### src/rtl/alarm_ctrl.sv
// alarm_ctrl: alarm-clock controller. It holds a settable alarm time and
// compares it with the timekeeper's time on each one-second tick while armed.
// On a match it rings for RING_SEC ticks. Up to MAX_SNOOZE snoozes of
// SNOOZE_SEC ticks each are allowed per alarm event.
//
// Ports
//   clk, clr                 clock, synchronous active-high reset
//   tick                     one-cycle strobe per second; hr/min/sec valid then
//   hr, min, sec             current time
//   arm_en                   level: 1 arms, 0 forces IDLE
//   set_en, set_hr/min/sec   one-cycle alarm-time load request and data
//   stop, snooze             one-cycle button pulses
//   alarm                    registered, 1 while ringing
//   state                    FSM state (IDLE=0 ARMED=1 RINGING=2 SNOOZE=3)
//   alm_hr/min/sec           stored alarm time
//   set_err                  one-cycle pulse when a set request is rejected
//
// Handshake: there is no valid/ready flow control. Every input pulse
// (tick, set_en, stop, snooze) is consumed on the edge where it is high and
// is never held off or queued.
module alarm_ctrl #(
  parameter int RING_SEC   = 60,
  parameter int SNOOZE_SEC = 300,
  parameter int MAX_SNOOZE = 3
) (
  input  logic       clk,
  input  logic       clr,
  input  logic       tick,
  input  logic [7:0] hr,
  input  logic [7:0] min,
  input  logic [7:0] sec,
  input  logic       arm_en,
  input  logic       set_en,
  input  logic [7:0] set_hr,
  input  logic [7:0] set_min,
  input  logic [7:0] set_sec,
  input  logic       stop,
  input  logic       snooze,
  output logic       alarm,
  output logic [1:0] state,
  output logic [7:0] alm_hr,
  output logic [7:0] alm_min,
  output logic [7:0] alm_sec,
  output logic       set_err
);

  typedef enum logic [1:0] {
    IDLE    = 2'd0,
    ARMED   = 2'd1,
    RINGING = 2'd2,
    SNOOZE  = 2'd3
  } state_t;

  localparam logic [15:0] RING_LAST   = 16'(RING_SEC - 1);
  localparam logic [15:0] SNOOZE_LAST = 16'(SNOOZE_SEC - 1);
  localparam logic [7:0]  SNOOZE_MAX  = 8'(MAX_SNOOZE);

  state_t      state_q, state_d;
  logic [15:0] ring_cnt_q, ring_cnt_d;
  logic [15:0] snz_cnt_q, snz_cnt_d;
  logic [7:0]  snz_num_q, snz_num_d;
  logic [7:0]  alm_hr_q, alm_hr_d;
  logic [7:0]  alm_min_q, alm_min_d;
  logic [7:0]  alm_sec_q, alm_sec_d;
  logic        set_err_q, set_err_d;
  logic        alarm_q;

  logic match;
  logic set_ok;

  // The match compares against the stored (old) alarm time even when a set
  // lands on the same cycle; the new time only takes effect after the edge.
  assign match  = tick && (hr == alm_hr_q) && (min == alm_min_q) && (sec == alm_sec_q);
  assign set_ok = (set_hr <= 8'd23) && (set_min <= 8'd59) && (set_sec <= 8'd59) &&
                  ((state_q == IDLE) || (state_q == ARMED));

  always_comb begin
    state_d    = state_q;
    ring_cnt_d = ring_cnt_q;
    snz_cnt_d  = snz_cnt_q;
    snz_num_d  = snz_num_q;
    alm_hr_d   = alm_hr_q;
    alm_min_d  = alm_min_q;
    alm_sec_d  = alm_sec_q;
    set_err_d  = 1'b0;

    if (set_en) begin
      if (set_ok) begin
        alm_hr_d  = set_hr;
        alm_min_d = set_min;
        alm_sec_d = set_sec;
      end else begin
        set_err_d = 1'b1;
      end
    end

    if (!arm_en) begin
      state_d    = IDLE;
      ring_cnt_d = '0;
      snz_cnt_d  = '0;
      snz_num_d  = '0;
    end else begin
      unique case (state_q)
        IDLE: state_d = ARMED;
        ARMED: begin
          if (match) begin
            state_d    = RINGING;
            ring_cnt_d = '0;
            snz_num_d  = '0;
          end
        end
        RINGING: begin
          if (stop) begin
            state_d = ARMED;
          end else if (snooze) begin
            // Once the snooze allowance is used up, snooze behaves as stop.
            if (snz_num_q < SNOOZE_MAX) begin
              state_d   = SNOOZE;
              snz_num_d = snz_num_q + 8'd1;
              snz_cnt_d = '0;
            end else begin
              state_d = ARMED;
            end
          end else if (tick) begin
            if (ring_cnt_q == RING_LAST) state_d = ARMED;
            else                         ring_cnt_d = ring_cnt_q + 16'd1;
          end
        end
        SNOOZE: begin
          if (stop) begin
            state_d = ARMED;
          end else if (tick) begin
            if (snz_cnt_q == SNOOZE_LAST) begin
              state_d    = RINGING;
              ring_cnt_d = '0;
            end else begin
              snz_cnt_d = snz_cnt_q + 16'd1;
            end
          end
        end
        default: state_d = IDLE;
      endcase
    end
  end

  always_ff @(posedge clk) begin
    if (clr) begin
      state_q    <= IDLE;
      ring_cnt_q <= '0;
      snz_cnt_q  <= '0;
      snz_num_q  <= '0;
      alm_hr_q   <= '0;
      alm_min_q  <= '0;
      alm_sec_q  <= '0;
      set_err_q  <= 1'b0;
      alarm_q    <= 1'b0;
    end else begin
      state_q    <= state_d;
      ring_cnt_q <= ring_cnt_d;
      snz_cnt_q  <= snz_cnt_d;
      snz_num_q  <= snz_num_d;
      alm_hr_q   <= alm_hr_d;
      alm_min_q  <= alm_min_d;
      alm_sec_q  <= alm_sec_d;
      set_err_q  <= set_err_d;
      // Registered copy of the next state so alarm tracks state exactly.
      alarm_q    <= (state_d == RINGING);
    end
  end

  assign alarm   = alarm_q;
  assign state   = state_q;
  assign alm_hr  = alm_hr_q;
  assign alm_min = alm_min_q;
  assign alm_sec = alm_sec_q;
  assign set_err = set_err_q;

endmodule
### config.mk
export PLATFORM = sky130hd
export DESIGN_NAME = alarm_ctrl
export DESIGN_NICKNAME = d
export VERILOG_FILES = /design/src/rtl/alarm_ctrl.sv
export SDC_FILE = /design/constraint.sdc
export NUM_CORES = 1
export LEC_CHECK = 0
export ABC_AREA = 1
export BUFFER_PORTS_ARGS = -buffer_cell sky130_fd_sc_hd__buf_2
export CAP_MARGIN = 20
export CORE_MARGIN = 8
export CORE_UTILIZATION = 43
export DETAILED_ROUTE_END_ITERATION = 16
export PLACE_DENSITY = 0.71
export SKIP_LAST_GASP = 1
export SLEW_MARGIN = 40
export SYNTH_ARGS = -nofsm -noshare
export SYNTH_HDL_FRONTEND = slang
export SYNTH_SLANG_ARGS = --single-unit
### constraint.sdc
create_clock -name clk -period 1.5 [get_ports clk]
set_input_delay 0.15 -clock clk [delete_from_list [all_inputs] [get_ports clk]]
set_output_delay 0.15 -clock clk [all_outputs]
set_load 0.05 [all_outputs]
======== Word-level counts from Yosys, hierarchy flattened ========
Cells that the tools add are included.
storage, ports and cells
  RAM bits ................................ 0
  memories kept ........................... 0
  bits in registers ....................... 68
  output and inout port bits .............. 28
  latch bits .............................. 0
  memory bits (read-only) ................. 0
operators by class
  multiplexer cells ....................... 33
  eq/ne operators ......................... 20
  order comparisons ....................... 4
  reduce and logical (&&, ||, !) cells .... 17
  bitwise operators ....................... 2
  div/mod/pow operators ................... 0
  $mul .................................... 0
  add/sub/neg operators ................... 3
  shift-type cells ........................ 0
operator list
  cell                                                         number
  two-way mux 16 bit                                           14
  case mux 16 bit (3 select lines)                             1
  adder 16 x 1 -> 16 bit (second input constant)               2
  two-way mux 8 bit                                            4
  case mux 16 bit (2 select lines)                             1
  == test 8 bit                                                3
  != test 2 bit (second input constant)                        11
  two-way mux 2 bit                                            10
  == test 16 x 6 -> 1 bit (second input constant)              1
  == test 16 x 9 -> 1 bit (second input constant)              1
  <= comparator 8 x 6 -> 1 bit (second input constant)         2
  case mux 8 bit (2 select lines)                              1
  AND reduction 9 bit                                          1
  adder 8 x 1 -> 8 bit (second input constant)                 1
  <= comparator 8 x 5 -> 1 bit (second input constant)         1
  less-than comparator 8 x 2 -> 1 bit (second input constant)  1
  case mux 2 bit (4 select lines)                              1
  AND reduction 7 bit                                          1
  == test 2 bit (second input constant)                        3
  logical AND 1 bit                                            6
  AND reduction 5 bit                                          1
  nonzero test 2 bit                                           2
  OR reduction 2 bit                                           2
  nonzero test 3 bit                                           1
  other kinds (6)                                              7

======== Longest topological paths before layout ========
Gate-level depths: netlist of run 1.
  word-level depth ........................ 8
  depth in mapped cells ................... 13
  depth with buffers taken out ............ 12

======== Worst setup path after synthesis of run 1 ========
Ideal clock, no wire load.
  kind .................................... reg2reg
  start ................................... register alm_sec_q[0] (netlist: alm_sec[0])
  end ..................................... register snz_num_q[0]
  setup slack ............................. -0.365 ns
  required time ........................... 1.386 ns
  arrival time ............................ 1.751 ns
  stages on the path, launching flop included .. 13
  path through ............................ dfxtp_1 -> inv_1 -> nand2_1 -> o21ai_0 -> nor2_1 -> nand2_1 -> nor2_1 -> nand3_1 -> nand2_1 -> buf_4 -> nand3_4 -> a21oi_1 -> nor2_1
on the way
  longest elaborated chain between the ends .. 4
RTL lines
  element                               line  RTL
  start: declaration                    64    logic [7:0] alm_sec_q, alm_sec_d;
  start signal: assignment              164   alm_sec_q <= alm_sec_d;
  == test 8 bit                         73    assign match = tick && (hr == alm_hr_q) && (min == alm_min_q) && (sec == alm_sec_q);
  logical AND 1 bit                     73
  != test 2 bit (no source line)        --
  AND reduction 5 bit (no source line)  --
  end signal: assignment                161   snz_num_q <= snz_num_d;
  end: declaration                      61    logic [7:0] snz_num_q, snz_num_d;
No other way between the ends.
A chain may end at the register's enable or synchronous reset.

======== Final worst setup path of run 1 ========
  start ................................... register snz_cnt_q[7]
  end ..................................... register ring_cnt_q[4]
on the way
  longest elaborated chain between the ends .. 3
RTL lines
  element                               line  RTL
  start: declaration                    60    logic [15:0] snz_cnt_q, snz_cnt_d;
  start signal: assignment              160   snz_cnt_q <= snz_cnt_d;
  == test 16 x 9 -> 1 bit               133   if (snz_cnt_q == SNOOZE_LAST) begin
  != test 2 bit (no source line)        --
  AND reduction 9 bit (no source line)  --
  end signal: assignment                159   ring_cnt_q <= ring_cnt_d;
  end: declaration                      59    logic [15:0] ring_cnt_q, ring_cnt_d;
No other way between the ends.

==> impl_results.md, run 1 <==
* Fin util at 0.645
* CTS tree: yes
* Clock Latency Late Sink at between 300 and 400 ps
* Largest net degree at the start of global routing at 30
* I/O pins at between 80 and 90
* Row cnt at 35
* Final slew viol count at 0
* RSZ-0062 raised after global routing: yes
* Routed Antenna Nets at 0
* HP Class: input pin to flop
* Die area at roughly 0.013 mm2
* Residual DRC at 0
* Setup ws final at -148 ps
* Share of layout cells above drive strength 1 at 0.430
* Synth Register Bits at 68
* Router iterations before antenna repair at 5
* Netlist Area Pre-Place at ~0.0040 mm2
* Critical path endpoint category: flop
* Initial antenna violation count at 1
* Post-Place Setup Slack at -136 ps
* CP Cell Sequence: inv_1, nand4_1, nor2_2, nand2_1, nand2_2, nand2_2, nor2_4, buf_4, nand3_4, nand2_2, a21oi_2
* Static Leak at between 2 and 3 nW
* I/O Buffers at 82
* Outcome: finished with violations
* Skew final at between 10 and 15 ps
* Crit path required time at 1740 ps
* Multi-input gate area at 0.00257 mm2
* Mapped Cells at around 610
* Vias in the first global route at ~4.6k
* Register area at 0.00146 mm2
* Htree depth at 3
* Die Y at 112 um
* Avg Vias per Cell at 5.19
* First-pass GRT wire length at 20400 um
* Worst-Margin Slew at between 300 and 400 ps
* Crit path max-delay cell type: dfxtp_1
* Area delta synth->final at 47.9%
* Critical path arrival at between 1500 and 2000 ps
* Post-synth cell types at 36
* Die width at between 100 and 150 um
* Fillers at a little under 800
* Drt wl/cell at 14.1 um
* Worst setup path class: flop to flop
* Global route total overflow at 0
* Most frequent cells in the layout: 108 x nand2_1, 94 x nor2_1, 89 x buf_4, 82 x buf_2, 59 x inv_1
* Starting Density at 0.436
* Internal reg-to-reg setup slack at -150 ps
* CP Max Fanout at 8
* Final instance area at between 0.005 and 0.006 mm2
* Sequential-to-total area share from yosys stat at 0.343
* Worst vdd ir at 0.000471 V
* Slew HR at 0.733
* Post-Place Cells at approximately 870
* Failing checks: setup timing
* Nets at between 800 and 900
* R2R Path End: ring_cnt_q[4]
* Power Dens Cells at about 620 mW/mm2
* Clk sink count at 68
* Syn nets at about 660
* Final Critical Period at 1650 ps
* HP Start: set_en
* Cell mode on critical path: nand2_2
* Clock root cell: clkbuf_8
* CP max stage delay at ~340 ps
* Max clock buf depth at 2
* Mean Syn Cell Area at 6.56 um2
* Commonest non-fill, non-tap cell in the layout: nand2_1
* Area of the core region at approximately 0.009 mm2
* TritonCTS buffer count at 9
* Clock-pin transition on the worst setup and hold timing paths at 80 ps
* Fin cells at roughly 900
* DR iter-0 viols at ~240
* Fmax at between 0.6 and 0.7 GHz
* N_diodes at 0
* Hold endpoint: set_err
* Final setup fails at 42
* Placed Area at between 0.005 and 0.006 mm2
* Vias post-DR at approximately 4.7k
* Hold Violations, Final at 0
* Global Route Usage Sum at 0.196
* Final GP Congestion at ~0.86
* Period utilization at 1.10
* Register-to-Register Path Depth at 11
* Drt total wl at 12700 um
* Hold path depth at 3
* CP startpoint kind: flop
* Post-DP HPWL at 9200 um
* Hold buffer count at CTS at 0
* Worst reg2reg startpoint: snz_cnt_q[7]
* Max_cap viols at 0
* Warnings from Yosys at 0
layout make-up:
class / count / area share
repair inverters: 2 / 0.00298
multi-input cells: 456 / 0.437
repair buffers: 182 / 0.211
clock inverters: 5 / 0.00873
well taps: 111 / 0.0236
inverters: 67 / 0.0454
flip-flops and latches: 68 / 0.249
clock buffers: 11 / 0.0224
worst max path at each step:
stage            startpoint  cells past startpoint             to
3_5_place_dp   snz_cnt_q[1]                     10  ring_cnt_q[0]
4_1_cts           alm_hr[4]                     12  ring_cnt_q[1]
2_1_floorplan  snz_cnt_q[1]                     11  ring_cnt_q[3]
6_report       snz_cnt_q[7]                     11  ring_cnt_q[4]
5_1_grt        snz_cnt_q[7]                     11  ring_cnt_q[9]
3_3_place_gp     alm_min[5]                     12  ring_cnt_q[1]
state kept, by name, summed over array words and instances (netlist names):
| register | cells |
|---|---|
| snz_cnt_q | 16 |
| alarm | 1 |
| alm_sec | 8 |
| snz_num_q | 8 |
| ring_cnt_q | 16 |
| alm_hr | 8 |
| alm_min | 8 |
| set_err | 1 |
| state | 2 |
metal layers:
| layer | routed length [um] | share of wire | track usage | vias up |
|---|---|---|---|---|
| met1 | 5140 | 0.41 | 0.212 | 2184 |
| li1 | - | - | - | 2324 |
| met4 | 311 | 0.025 | 0.0764 | 2 |
| met5 | 11 | 0.00087 | 0 | - |
| met2 | 6580 | 0.52 | 0.360 | 138 |
| met3 | 642 | 0.051 | 0.0462 | 32 |
per-stage QoR:
step	hold WS (ps)	power [mW]	TNS [ps]
floorplan	276	1.99	-630
global placement	383	2.12	-2650
detailed placement	388	2.12	-4180
CTS	12.6	3.62	-3030
global route	13.7	3.75	-9540
finish	17.2	3.62	-4160
Yosys cell counts:
master | count | area, um2
o21bai_1 | 1 | 7.51
nor3_1 | 28 | 140
xnor2_1 | 5 | 43.8
inv_2 | 2 | 7.51
nor4_2 | 1 | 12.5
nor2_4 | 2 | 22.5
nand3_1 | 30 | 150
xor2_1 | 15 | 131
nor2_1 | 113 | 424
ha_1 | 3 | 37.5
buf_2 | 5 | 25.0
o21ai_2 | 1 | 8.76
a21oi_1 | 23 | 115
buf_8 | 1 | 15.0
buf_6 | 1 | 11.3
o31ai_4 | 1 | 21.3
dfxtp_1 | 68 | 1360
nor2_2 | 1 | 6.26
a21oi_2 | 11 | 96.3
nand4_1 | 27 | 169
o21ai_0 | 33 | 165
and2_1 | 1 | 6.26
clkbuf_1 | 7 | 26.3
nor3b_1 | 6 | 45.0
nand2_2 | 5 | 31.3
clkinv_1 | 1 | 3.75
o211a_1 | 1 | 10.0
nand4_2 | 1 | 12.5
a21oi_4 | 1 | 16.3
nand2_4 | 1 | 11.3
inv_1 | 62 | 233
o211ai_1 | 2 | 15.0
nand2_1 | 138 | 518
inv_4 | 2 | 12.5
buf_4 | 3 | 22.5
nand3_4 | 2 | 35.0
kinds of logic after synthesis:
| kind of cell | count (synthesis) | synth area share |
|---|---|---|
| AO/OA/AOI/OAI | 74 | 0.115 |
| adder cells (fa/ha/maj) | 3 | 0.00946 |
| flip-flops | 68 | 0.343 |
| buffers and inverters | 84 | 0.0898 |
| AND/OR/NAND/NOR | 356 | 0.399 |
| XOR/XNOR | 20 | 0.0441 |
what timing repair did:
item,CTS,global route
gates cloned,3,2
setup endpoints to repair,43,43
setup buffers,5,4
gates resized for setup,22,72
pin swaps,13,31
worst max-delay path: cells and delay by family, from the launching register on:
kind                   cells  cell delay, ps
AOI/OAI and AO/OA          1              50
buffers and inverters      2             220
DFF                        1             340
and+or+nand+nor            8             920
power by group:
part,internal [mW],total (mW),switching [mW]
Clock,0.762,1.49,0.728
Sequential,1.77,1.78,0.00614
Combinational,0.142,0.347,0.205
Power figures use the tool's default switching activity.
==> inputs of run 2 (changes only) <==
--- a/config.mk
+++ b/config.mk
@@ -11,9 +11,10 @@
 export CORE_MARGIN = 8
 export CORE_UTILIZATION = 43
 export DETAILED_ROUTE_END_ITERATION = 16
+export MAX_ROUTING_LAYER = met4
 export PLACE_DENSITY = 0.71
+export RECOVER_POWER = 50
 export SKIP_LAST_GASP = 1
-export SLEW_MARGIN = 40
 export SYNTH_ARGS = -nofsm -noshare
 export SYNTH_HDL_FRONTEND = slang
 export SYNTH_SLANG_ARGS = --single-unit
==> impl_results.md, run 2 (synthesized netlist as in run 1, its figures left out) <==
* Clk sink count at between 60 and 70
* Max clock buf depth at 2
* Die area at roughly 0.013 mm2
* Area of the core region at 0.00911 mm2
* Largest regs: ring_cnt_q (16), snz_cnt_q (16)
* Power Dens Cells at around 600 mW/mm2
* HP Class: input pin to flop
* Final Critical Period at 1640 ps
* Slew HR at 0.580
* TritonCTS buffer count at 9
* Final slew viol count at 0
* Share of layout cells above drive strength 1 at 0.417
* CP startpoint kind: flop
* Post-Place Cells at between 800 and 900
* Worst vdd ir at about 0.00046 V
* Fin cells at 903
* Routed Antenna Nets at 0
* CTS tree: yes
* Avg Vias per Cell at 5.17
* Initial antenna violation count at 1
* First-pass GRT wire length at between 20000 and 25000 um
* Total power at roughly 3.6 mW
* Vias in the first global route at between 4k and 5k
* Max_cap viols at 0
* Worst-Margin Slew at 632 ps
* I/O Buffers at 82
* Skew final at about 12 ps
* Global Route Usage Sum at 0.201
* Starting Density at 0.436
* RSZ-0062 raised after global routing: yes
* Clock Latency Late Sink at approximately 350 ps
* Final GP Congestion at between 0.8 and 0.9
* Row cnt at 35
* Static Leak at approximately 2.5 nW
* Clock root cell: clkbuf_8
* Nets at between 800 and 900
* Post-DP HPWL at a little over 9000 um
* Area delta synth->final at 47.6%
* Die Y at 112 um
* CP Max Fanout at 8
* I/O pins at just over 80
* Fmax at between 0.6 and 0.7 GHz
* Failing checks: setup timing
* Period utilization at 1.10
* Vias post-DR at approximately 4.7k
* Htree depth at 3
* Fillers at about 800
* Router iterations before antenna repair at 5
* Final setup fails at 42
* Multi-input gate area at about 0.0026 mm2
* Residual DRC at 0
* Crit path required time at roughly 1700 ps
* Clock-pin transition on the worst setup and hold timing paths at 80 ps
* Critical path arrival at between 1500 and 2000 ps
* Register area at 0.00146 mm2
* Setup ws final at -144 ps
* Largest net degree at the start of global routing at 30
* Most frequent cells in the layout: 108 x nand2_1, 94 x nor2_1, 88 x buf_4, 59 x inv_1, 57 x buf_2
* Drt total wl at approximately 13000 um
* DR iter-0 viols at between 200 and 250
* Global route total overflow at 0
* Commonest non-fill, non-tap cell in the layout: nand2_1
* Critical path endpoint category: flop
* Worst setup path class: flop to flop
* Die width at about 110 um
* Drt wl/cell at between 10 and 15 um
* Hold Violations, Final at 0
* Final hold slack at between 20 and 25 ps
* Outcome: finished with violations
run 2: cell types whose count changed in the layout (fill, tap and decap cells not counted), sizes merged:
cell / delta
diode: +1
clkbuf: +26
buf: -26
run 2: area by class of cell:
cell class | count | area share
Tap cell | 111 | 0.0237
Multi-Input combinational cell | 456 | 0.438
Sequential cell | 68 | 0.249
Timing Repair inverter | 2 | 0.00299
Antenna cell | 1 | 0.000427
Clock buffer | 11 | 0.0224
Timing Repair Buffer | 182 | 0.209
Clock inverter | 5 | 0.00875
Inverter | 67 | 0.0455
run 2: what timing repair did:
action                                  CTS  global route
hold buffers                              0             0
pin swaps                                13            31
buffers inserted                          5             4
endpoints found under the hold margin     0             0
gates resized for setup                  22            72
gates cloned                              3             2
endpoints found under the setup margin   43            43
run 2: worst max-delay path, cell delays in order, from the launching register on:
cell and delay [ps]:
dfxtp_1 330, inv_1 80, nand4_1 140, nor2_2 130, nand2_1 80, nand2_2 90, nand2_2 60, nor2_4 130
buf_4 140, nand3_4 160, nand2_2 120, a21oi_2 50
run 2: per-layer routing:
| metal | share of wire | track usage | up-vias |
|---|---|---|---|
| met3 | 0.037 | 0.0403 | 31 |
| met4 | 0.026 | 0.0764 | 0 |
| met2 | 0.52 | 0.360 | 129 |
| met5 | 0 | - | - |
| li1 | - | - | 2328 |
| met1 | 0.42 | 0.216 | 2181 |
run 2: path summary, 6_finish.rpt:
path                                    from  cells past startpoint  slack (ps)            end
worst max-delay path            snz_cnt_q[7]                     11        -140  ring_cnt_q[4]
worst min-delay path              set_min[0]                      3          20     alm_min[0]
worst max register to register  snz_cnt_q[7]                     11        -140  ring_cnt_q[4]
worst min register to register  snz_num_q[5]                      2         440   snz_num_q[5]
run 2: power breakdown:
group | total, mW | internal [mW] | switching (mW) | leakage, nW
registers | 1.78 | 1.77 | 0.00619 | 0.573
clock network | 1.48 | 0.762 | 0.717 | 0.0974
logic | 0.347 | 0.142 | 0.205 | 1.79
run 2: through the flow:
| step | TNS [ps] | utilization | cell area, um2 | worst slack (ps) |
|---|---|---|---|---|
| final | -4020 | 0.643 | 5860 | -144 |
| after global routing | -9610 | 0.643 | 5860 | -304 |
| after CTS | -3030 | 0.614 | 5590 | -112 |
| after detailed placement | -4180 | 0.578 | 5270 | -136 |
| after global placement | -2650 | 0.578 | 5270 | -122 |
| after floorplan | -630 | - | 4120 | -48.7 |
==> inputs of run 3 (changes only) <==
--- a/config.mk
+++ b/config.mk
@@ -5,14 +5,13 @@
 export SDC_FILE = /design/constraint.sdc
 export NUM_CORES = 1
 export LEC_CHECK = 0
-export ABC_AREA = 1
-export BUFFER_PORTS_ARGS = -buffer_cell sky130_fd_sc_hd__buf_2
 export CAP_MARGIN = 20
 export CORE_MARGIN = 8
 export CORE_UTILIZATION = 43
 export DETAILED_ROUTE_END_ITERATION = 16
+export DONT_BUFFER_PORTS = 1
 export MAX_ROUTING_LAYER = met4
-export PLACE_DENSITY = 0.71
+export PLACE_DENSITY = 0.63
 export RECOVER_POWER = 50
 export SKIP_LAST_GASP = 1
 export SYNTH_ARGS = -nofsm -noshare
==> impl_results.md, run 3 <==
* CP Max Fanout at 5
* Max_cap viols at 0
* Syn nets at 439
* Area delta synth->final at 55.7%
* Most frequent cells in the layout: 71 x buf_4, 38 x nor2_1, 36 x dfxtp_1, 28 x dfxtp_2, 26 x nand2_1
* Skew final at 10.6 ps
* Crit. Startpoint: snz_num_q[0]
* Worst-Margin Slew at between 700 and 800 ps
* Vias post-DR at 3339
* Global Route Usage Sum at 0.202
* CP max stage delay at roughly 340 ps
* Final Critical Period at between 1500 and 2000 ps
* Hold Violations, Final at 0
* Max clock buf depth at 2
* Fmax at 0.539 GHz
* Critical path arrival at between 2000 and 2500 ps
* Die width at 104 um
* Warnings from Yosys at 0
* Final hold slack at around 27 ps
* I/O Buffers at 0
* Synth top area share at 0.413
* Outcome: finished with violations
* Clk sink count at 68
* Power Dens Cells at 696 mW/mm2
* Htree depth at 3
* Static Leak at roughly 1.9 nW
* Clock Latency Late Sink at around 350 ps
* Worst reg2reg startpoint: snz_num_q[0]
* I/O pins at 83
* Crit path required time at approximately 1700 ps
* Largest net degree at the start of global routing at 22
* Residual DRC at 0
* Critical path endpoint category: flop
* Avg Vias per Cell at between 5 and 6
* Async SR Flop Fraction at 0
* Fillers at approximately 570
* Netlist Area Pre-Place at 0.00329 mm2
* Grt met3 use at 0.0663
* Synth Register Bits at 68
* CP startpoint kind: flop
* Most frequent cell after synthesis: dfxtp_1
* Clock root cell: clkbuf_8
* Slew HR at 0.490
* Post-DP HPWL at 7150 um
* Global route total overflow at 0
* Post-synth EDFFs at 0
* Routed Antenna Nets at 0
* Mean Syn Cell Area at between 8 and 9 um2
* HP Class: input pin to flop
* CP endpoint: snz_cnt_q[13]
* Mapped Cells at about 380
* Final slew viol count at 0
* Starting Density at 0.435
* Failing checks: setup timing
* Nets at 559
* Setup ws final at -355 ps
* Share of layout cells above drive strength 1 at 0.447
* Post-synth cell types at 49
* CP Cell Sequence: ha_4, nor4b_4, and3b_2, o2111a_2, buf_12, nand3_2, xor2_1, nor2_1
* Final setup fails at 67
* GR Util met2 at 0.329
* Sequential-to-total area share from yosys stat at 0.413
* Initial antenna violation count at 0
* CTS tree: yes
* Drt wl/cell at approximately 18 um
* Final GP Congestion at approximately 0.91
* Met1 Use GR at 0.230
* Die area at around 0.011 mm2
* Synth area leaders: dfxtp_1 41%, mux2i_1 5.8%, xnor2_1 5.6%
* Top cells by count, synth: 68 x dfxtp_1, 46 x nor2_1, 28 x nand2_1, 21 x xnor2_1, 20 x o21ai_0
* Die Y at 104 um
* Period utilization at 1.24
* Internal reg-to-reg setup slack at -350 ps
* Crit path max-delay cell type: dfxtp_2
* First-pass GRT wire length at 17600 um
* Commonest non-fill, non-tap cell in the layout: buf_4
* Main synth FF type: dfxtp_1
* Register-to-Register Path Depth at 8
* Row cnt at 32
* DR iter-0 viols at between 100 and 150
* Cell taking the most area after synthesis: dfxtp_1
* Drt total wl at between 10000 and 15000 um
* Router iterations before antenna repair at 4
* Grt peak-use layer: met2
* Clock-pin transition on the worst setup and hold timing paths at 80 ps
* RSZ-0062 raised after global routing: yes
* Fin util at 0.678
* TritonCTS buffer count at 9
* Worst vdd ir at between 0.0004 and 0.0005 V
* Area of the core region at 0.00757 mm2
* Worst setup path class: flop to flop
* Largest regs: ring_cnt_q (16), snz_cnt_q (16)
* R2R Path End: snz_cnt_q[13]
* N_diodes at 0
* Vias in the first global route at around 3.6k
-- run 3: cell types whose count changed in the layout (fill, tap and decap cells not counted), moves of 12 or more --
cell	before	now
buf_2	57	0
buf_4	88	71
dfxtp_2	16	28
dfxtp_4	21	4
dlygate4sd3_1	0	19
inv_1	59	6
mux2i_1	0	17
nand2_1	108	26
nand2_2	34	2
nand4_1	27	13
nor2_1	94	38
nor2_2	20	0
nor3_1	26	7
o21ai_0	25	11
-- run 3: cell families after synthesis --
logic type                 count (synthesis)  synth area share
and+or+nand+nor                          178             0.290
DFF                                       68             0.413
AOI/OAI and AO/OA                         56             0.101
xor gates and xnor gates                  38             0.101
buffers and inverters                     19            0.0258
muxes                                     19            0.0577
adders and majority gates                  3            0.0114
-- run 3: worst min-delay path by stage --
stage | slack (ps) | start | cells after the start | endpoint
after global placement | 220 | clr | 1 | alm_hr[4]
after CTS | 7 | snooze | 2 | state[0]
after global routing | 50 | snooze | 3 | state[1]
after floorplan | 300 | set_hr[4] | 2 | alm_hr[4]
final | 30 | snooze | 2 | state[0]
after detailed placement | 220 | clr | 1 | alm_min[0]
-- run 3: layer usage --
metal / vias to the layer above / wire length (um)
met5: - / 0
met3: 17 / 869
met4: 0 / 176
met2: 118 / 5510
met1: 1588 / 4390
li1: 1616 / -
-- run 3: final cells by class --
type / instances / area [um2] / share of cell area
clock buffer: 10 / 128 / 0.0249
timing repair buffer: 120 / 1020 / 0.199
multi-input combinational: 295 / 2350 / 0.458
tap: 102 / 128 / 0.0249
clock inverter: 6 / 63.8 / 0.0124
inverter: 7 / 28.8 / 0.00561
sequential: 68 / 1410 / 0.275
-- run 3: repair_timing --
item / in CTS / in global routing
gates cloned: 3 / 0
hold buffers: 19 / 0
endpoints found under the setup margin: 67 / 67
pin swaps: 40 / 22
endpoints found under the hold margin: 25 / 0
setup buffers: 11 / 4
gates resized for setup: 59 / 23
-- run 3: report_power, final --
part | switching (mW) | total, mW | internal (mW) | leakage, nW
combinational | 0.104 | 0.216 | 0.112 | 1.25
clock | 0.777 | 1.55 | 0.769 | 0.0927
sequential | 0.00830 | 1.81 | 1.80 | 0.565
-- run 3: worst max-delay path, delay by kind of cell, from the launching register on --
| family | cells | cell delay (ps) |
|---|---|---|
| AOI/OAI and AO/OA | 1 | 270 |
| xor gates and xnor gates | 1 | 190 |
| adders and majority gates | 1 | 160 |
| buffers and inverters | 1 | 130 |
| DFF | 1 | 340 |
| and+or+nand+nor | 4 | 650 |
-- run 3: stage by stage --
stage	setup slack (ps)	std cells	cell area [um2]	TNS [ps]	power, mW
after detailed placement	-358	555	4220	-13940	1.99
after CTS	-295	604	4990	-12210	3.58
after global placement	-355	555	4220	-13740	1.99
after global routing	-439	608	5130	-20350	3.65
after floorplan	-246	381	3510	-7630	1.95
final	-355	608	5130	-14270	3.57
